<file path="config.mk">
export PLATFORM = sky130hd
export DESIGN_NAME = d_mem_lsu
export DESIGN_NICKNAME = d
export VERILOG_FILES = /design/src/rtl/d_mem_lsu.sv
export SDC_FILE = /design/constraint.sdc
export NUM_CORES = 1
export LEC_CHECK = 0
export ABC_CLOCK_PERIOD_IN_PS = 4200
export BUFFER_PORTS_ARGS = -buffer_cell sky130_fd_sc_hd__buf_2
export CAP_MARGIN = 0
export CORE_ASPECT_RATIO = 1.1
export CORE_UTILIZATION = 35
export DETAILED_ROUTE_END_ITERATION = 8
export PLACE_DENSITY_LB_ADDON = 0.05
export SETUP_SLACK_MARGIN = 0.02
export SLEW_MARGIN = 25
export SYNTH_ARGS = -nofsm -noshare
export SYNTH_HDL_FRONTEND = slang
export SYNTH_SLANG_ARGS = --single-unit
export TNS_END_PERCENT = 30
</file>
<file path="constraint.sdc">
create_clock -name clk -period 4.2 [get_ports clk]
set_clock_uncertainty 0.2 [all_clocks]
set_input_delay 0.63 -clock clk [delete_from_list [all_inputs] [get_ports clk]]
set_output_delay 0.63 -clock clk [all_outputs]
set_load 0.1 [all_outputs]
</file>
<file path="src/rtl/d_mem_lsu.sv">
// rtl/d_mem_lsu.sv - RV32 load/store unit driving a word-wide d_mem port.
// Boundary-crossing accesses become two word accesses through an IDLE/SPLIT FSM.
module d_mem_lsu #(
    parameter int MEM_SIZE_WORDS = 1024
) (
    input  logic        clk,
    input  logic        rst,
    input  logic        req_valid,
    output logic        req_ready,
    input  logic        req_we,
    input  logic [2:0]  req_funct3,
    input  logic [31:0] req_addr,
    input  logic [31:0] req_wdata,
    output logic        resp_valid,
    output logic [31:0] resp_data,
    output logic        resp_err,
    output logic [31:0] dmem_addr,
    output logic        dmem_wr_en,
    output logic [31:0] dmem_wr_data,
    output logic [3:0]  dmem_byte_en,
    input  logic [31:0] dmem_rd_data
);

    localparam logic [0:0] ST_IDLE  = 1'b0;
    localparam logic [0:0] ST_SPLIT = 1'b1;

    logic [0:0]  state_q, state_d;
    logic [31:0] hold_addr_q, hold_addr_d;
    logic [3:0]  hold_be_q, hold_be_d;
    logic [31:0] hold_wdata_q, hold_wdata_d;
    logic [2:0]  hold_funct3_q, hold_funct3_d;
    logic        hold_we_q, hold_we_d;
    logic [31:0] hold_rdata_q, hold_rdata_d;
    logic [4:0]  hold_sh_q, hold_sh_d;
    logic        resp_valid_q, resp_valid_d;
    logic [31:0] resp_data_q, resp_data_d;
    logic        resp_err_q, resp_err_d;

    logic [1:0]  off;
    logic [30:0] word_idx;
    logic [3:0]  size_n;
    logic [7:0]  lanes8;
    logic        legal, split, oob, err, accept;
    logic [4:0]  sh_a, sh_b;

    function automatic logic [31:0] extend(input logic [31:0] d, input logic [2:0] f3);
        case (f3)
            3'b000:  extend = {{24{d[7]}}, d[7:0]};
            3'b001:  extend = {{16{d[15]}}, d[15:0]};
            3'b100:  extend = {24'b0, d[7:0]};
            3'b101:  extend = {16'b0, d[15:0]};
            default: extend = d;
        endcase
    endfunction

    always_comb begin
        off      = req_addr[1:0];
        word_idx = {1'b0, req_addr[31:2]};
        case (req_funct3[1:0])
            2'b00:   size_n = 4'd1;
            2'b01:   size_n = 4'd2;
            default: size_n = 4'd4;
        endcase
        legal = req_we ? (req_funct3 == 3'b000 || req_funct3 == 3'b001 || req_funct3 == 3'b010)
                       : (req_funct3 == 3'b000 || req_funct3 == 3'b001 || req_funct3 == 3'b010 ||
                          req_funct3 == 3'b100 || req_funct3 == 3'b101);
        // Upper nibble holds the lanes that spill into the next word.
        lanes8 = ((8'd1 << size_n) - 8'd1) << off;
        split  = |lanes8[7:4];
        oob    = (word_idx >= 31'(MEM_SIZE_WORDS)) ||
                 (split && (word_idx + 31'd1 >= 31'(MEM_SIZE_WORDS)));
        err    = !legal || oob;
        accept = req_valid && (state_q == ST_IDLE);
        sh_a   = {off, 3'b000};
        sh_b   = 5'd0 - sh_a;
    end

    always_comb begin
        state_d       = state_q;
        hold_addr_d   = hold_addr_q;
        hold_be_d     = hold_be_q;
        hold_wdata_d  = hold_wdata_q;
        hold_funct3_d = hold_funct3_q;
        hold_we_d     = hold_we_q;
        hold_rdata_d  = hold_rdata_q;
        hold_sh_d     = hold_sh_q;
        resp_valid_d  = 1'b0;
        resp_data_d   = resp_data_q;
        resp_err_d    = resp_err_q;
        dmem_addr     = 32'd0;
        dmem_wr_en    = 1'b0;
        dmem_wr_data  = 32'd0;
        dmem_byte_en  = 4'd0;
        if (state_q == ST_IDLE) begin
            if (accept && err) begin
                resp_valid_d = 1'b1;
                resp_err_d   = 1'b1;
                resp_data_d  = 32'd0;
            end else if (accept) begin
                dmem_addr    = {1'b0, word_idx};
                dmem_wr_en   = req_we;
                dmem_wr_data = req_wdata << sh_a;
                dmem_byte_en = lanes8[3:0];
                if (split) begin
                    state_d       = ST_SPLIT;
                    hold_addr_d   = {1'b0, word_idx + 31'd1};
                    hold_be_d     = lanes8[7:4];
                    hold_wdata_d  = req_wdata >> sh_b;
                    hold_funct3_d = req_funct3;
                    hold_we_d     = req_we;
                    hold_rdata_d  = dmem_rd_data >> sh_a;
                    hold_sh_d     = sh_b;
                end else begin
                    resp_valid_d = 1'b1;
                    resp_err_d   = 1'b0;
                    resp_data_d  = req_we ? 32'd0 : extend(dmem_rd_data >> sh_a, req_funct3);
                end
            end
        end else begin
            dmem_addr    = hold_addr_q;
            dmem_wr_en   = hold_we_q;
            dmem_wr_data = hold_wdata_q;
            dmem_byte_en = hold_be_q;
            state_d      = ST_IDLE;
            resp_valid_d = 1'b1;
            resp_err_d   = 1'b0;
            resp_data_d  = hold_we_q ? 32'd0
                         : extend(hold_rdata_q | (dmem_rd_data << hold_sh_q), hold_funct3_q);
        end
    end

    always_ff @(posedge clk or posedge rst) begin
        if (rst) begin
            state_q       <= ST_IDLE;
            hold_addr_q   <= 32'd0;
            hold_be_q     <= 4'd0;
            hold_wdata_q  <= 32'd0;
            hold_funct3_q <= 3'd0;
            hold_we_q     <= 1'b0;
            hold_rdata_q  <= 32'd0;
            hold_sh_q     <= 5'd0;
            resp_valid_q  <= 1'b0;
            resp_data_q   <= 32'd0;
            resp_err_q    <= 1'b0;
        end else begin
            state_q       <= state_d;
            hold_addr_q   <= hold_addr_d;
            hold_be_q     <= hold_be_d;
            hold_wdata_q  <= hold_wdata_d;
            hold_funct3_q <= hold_funct3_d;
            hold_we_q     <= hold_we_d;
            hold_rdata_q  <= hold_rdata_d;
            hold_sh_q     <= hold_sh_d;
            resp_valid_q  <= resp_valid_d;
            resp_data_q   <= resp_data_d;
            resp_err_q    <= resp_err_d;
        end
    end

    assign req_ready  = (state_q == ST_IDLE);
    assign resp_valid = resp_valid_q;
    assign resp_data  = resp_data_q;
    assign resp_err   = resp_err_q;

endmodule

</file>
==> impl_metrics.ini <==
[routing]
firstDrtPassIters = 4
wl_per_cell_um = 18.8
vias = 8245
wirelength_um = 29300
vias_per_cell = 5.29
drt.antenna.violating_nets = 0
drc = 0
drt-initial-drc-count = 316

[floorplanning]
ios = 207
num_rows = 61
initial_core_util_pct = 35.8
dieWidth_um = 155
core_area_sq_um = 25300
die-area_sq_um = 26500
die_h_um = 171

[power_and_ir_drop]
internal_power_uw = 2470
worst_ir_drop_vdd_uv = 225
leakage_uw = 0.00535
p_clk_share_pct = 47.9
power_switching_uw = 867
swShare_pct = 26.0
cellPowerDensity_nw_per_um2 = 282
seq_power_share_pct = 40.5
p_comb_share_pct = 11.6

[timing]
fin_crit_sh_pct = 94.5
timing.final.ws_setup_ps = 230
rsz0062_at_grt = false
fmax_mhz = 252
final_max_slew_viol_count = 0
finalCriticalPeriod_ps = 3970
whs_ps = 94.4
max_slew_margin_pct = 35.7
timing.final.hold_violations = 0
worstMarginPinSlew_ps = 964
finalSetupViolCount = 0

[critical_path]
setup.worst_path.start_class = input port
reg2reg_slack_ps = 1190
cp.required_ps = 3370
reg2reg_depth = 6
path_max_fanout = 15
end_kind = output pin
arrival_ps = 3140
worstSetupPathType = input port to output pin
regToRegStartpoint = hold_sh_q[3]
r2r_end = resp_data[27]

[global_route]
gr-total-overflow = 0
grt_pass1_wl_um = 45800
grt_pass1_vias = 8181
gr-usage-all-layers_pct = 22.4
grt_max_degree = 141
antenna_found_initial = 1

[logic_synthesis]
ys_async_sr_fraction_pct = 100
ys_ff_latch = 140
synth_cells = 1039
yosys-top-cells-area = dfrtp_1 39%, nand2_1 7.4%, mux2i_1 7.1%
avgSynthCellArea_sq_um = 8.72
synth_largest_area_cell = dfrtp_1
synth_commonest_cells = 179 x nand2_1, 140 x dfrtp_1, 88 x o21ai_0, 67 x a21oi_1, 64 x mux2i_1
yosys.cell_count.top_type = nand2_1
netlist-cell-type-count = 58
syn_nets = 1146
ys.flop_type = dfrtp_1
syn_area_sq_um = 9060
synth_edf_count = 0
yosys.area.top_type_share_pct = 38.7
synth-seq-area-share_pct = 38.7
synth_warnings = 0

[clock_network]
post_cts_buffers = 0
cts_made_buffers = 17
cts_tree = yes
cts.hold.buffers_added = 0
ctsResizeCount = 0
cts_sinks = 140
clockBufferDepth = 2
cts.clk_slew.worst_paths_ps = 60
insertion_delay_ps = 420
clockRootBuffer = clkbuf_16
htree_levels = 4

[placement]
io_buffers = 205
dp.cells = 1530
place_congestion = 0.835
dp_hpwl_um = 20000
dpl_worst_slack_ps = 216

[run_status]
outcome = finished clean

[run]
drv_cap = 0

[final_layout]
area_growth_pct = 30.5
fin_cells = 1560
fin_nets = 1310
drive_gt1_share_pct = 29.5

[min_path]
hold_path.class = input port to async pin
==> through the flow <==
stage,total power [uW],TNS [ps],cell area (sq um),util (%)
detailed placement,1760,0,11200,44.3
global route,3470,0,11800,46.7
finish,3330,0,11800,46.7
floorplan,1600,-4730,9180,-
CTS,3380,0,11800,46.7
global placement,1770,0,11200,44.2
==> power groups by stage <==
stage                     clock (uW)  combinational, uW  sequential, uW
after detailed placement           0                391            1370
after global placement             0                391            1370
final                           1600                387            1350
after global routing            1690                430            1350
after floorplan                    0                217            1380
after CTS                       1640                393            1350
==> kinds of logic after synthesis <==
group,synth area share (%)
buf+inv,5.59
compound gates,22.4
fa+ha+maj,0.552
other cells,0.0414
xor+xnor,0.773
flops,38.7
simple gates,18.8
mux,13.2
==> layout by cell type, fill, tap and decap left out, types with 8 or more instances in the layout <==
| cell | n |
|---|---|
| nand2_1 | 179 |
| buf_2 | 156 |
| dfrtp_1 | 139 |
| o21ai_0 | 68 |
| a21oi_1 | 67 |
| mux2i_1 | 64 |
| nor2_1 | 58 |
| buf_12 | 50 |
| and2_1 | 46 |
| o21ai_1 | 38 |
| mux2_1 | 32 |
| o211ai_2 | 30 |
| buf_4 | 28 |
| a22oi_1 | 24 |
| nor2b_1 | 21 |
| o21ai_2 | 18 |
| inv_1 | 17 |
| mux2_2 | 17 |
| clkbuf_16 | 17 |
| o31ai_2 | 12 |
| o2111ai_1 | 9 |
| a31oi_1 | 9 |
| a22o_1 | 9 |
| a32o_1 | 8 |
==> flip-flops by register name, summed over array words and instances, names as in the netlist <==
| register | count |
|---|---|
| hold_rdata_q | 32 |
| hold_wdata_q | 32 |
| resp_data | 32 |
| hold_addr_q | 31 |
| hold_be_q | 4 |
| hold_funct3_q | 3 |
| hold_sh_q | 2 |
| hold_we_q | 1 |
| resp_err | 1 |
| resp_valid | 1 |
| state_q | 1 |
==> final cells by class <==
type                            count  area, sq um
Antenna cell                        1         2.50
Clock buffer                       18          429
Clock inverter                     11          171
Fill cell                        2503        13500
Inverter                           18         71.3
Multi-Input combinational cell    791         5190
Sequential cell                   140         3500
Tap cell                          346          433
Timing Repair Buffer              235         2020
==> worst max path at each step <==
stage | startpoint | end | slack, ps
2_1_floorplan | req_funct3[0] | dmem_byte_en[1] | -400
3_3_place_gp | req_funct3[0] | dmem_wr_data[28] | 150
3_5_place_dp | req_funct3[1] | dmem_wr_data[3] | 220
4_1_cts | req_funct3[1] | dmem_wr_data[1] | 200
5_1_grt | req_funct3[0] | dmem_wr_data[2] | 30
6_report | req_funct3[0] | dmem_wr_data[1] | 230
==> worst max-delay path, cell delays in order <==
cell and delay, ps:
buf_2 130, nor2_1 180, inv_1 130, ha_1 240, nor3b_1 150, a21o_1 170, or2_1 220, nor2_1 230
buf_4 170, o21a_1 190, buf_4 260, a32o_1 250, buf_12 190
==> metal layers <==
layer	vias to the layer above	global-route usage [%]	wire [um]
li1	4013	-	-
met1	3993	27.3	12600
met2	201	39.5	14600
met3	38	4.76	1470
met4	0	6.73	600
met5	-	0	0
Note: power is estimated with default switching activity, not from simulation.
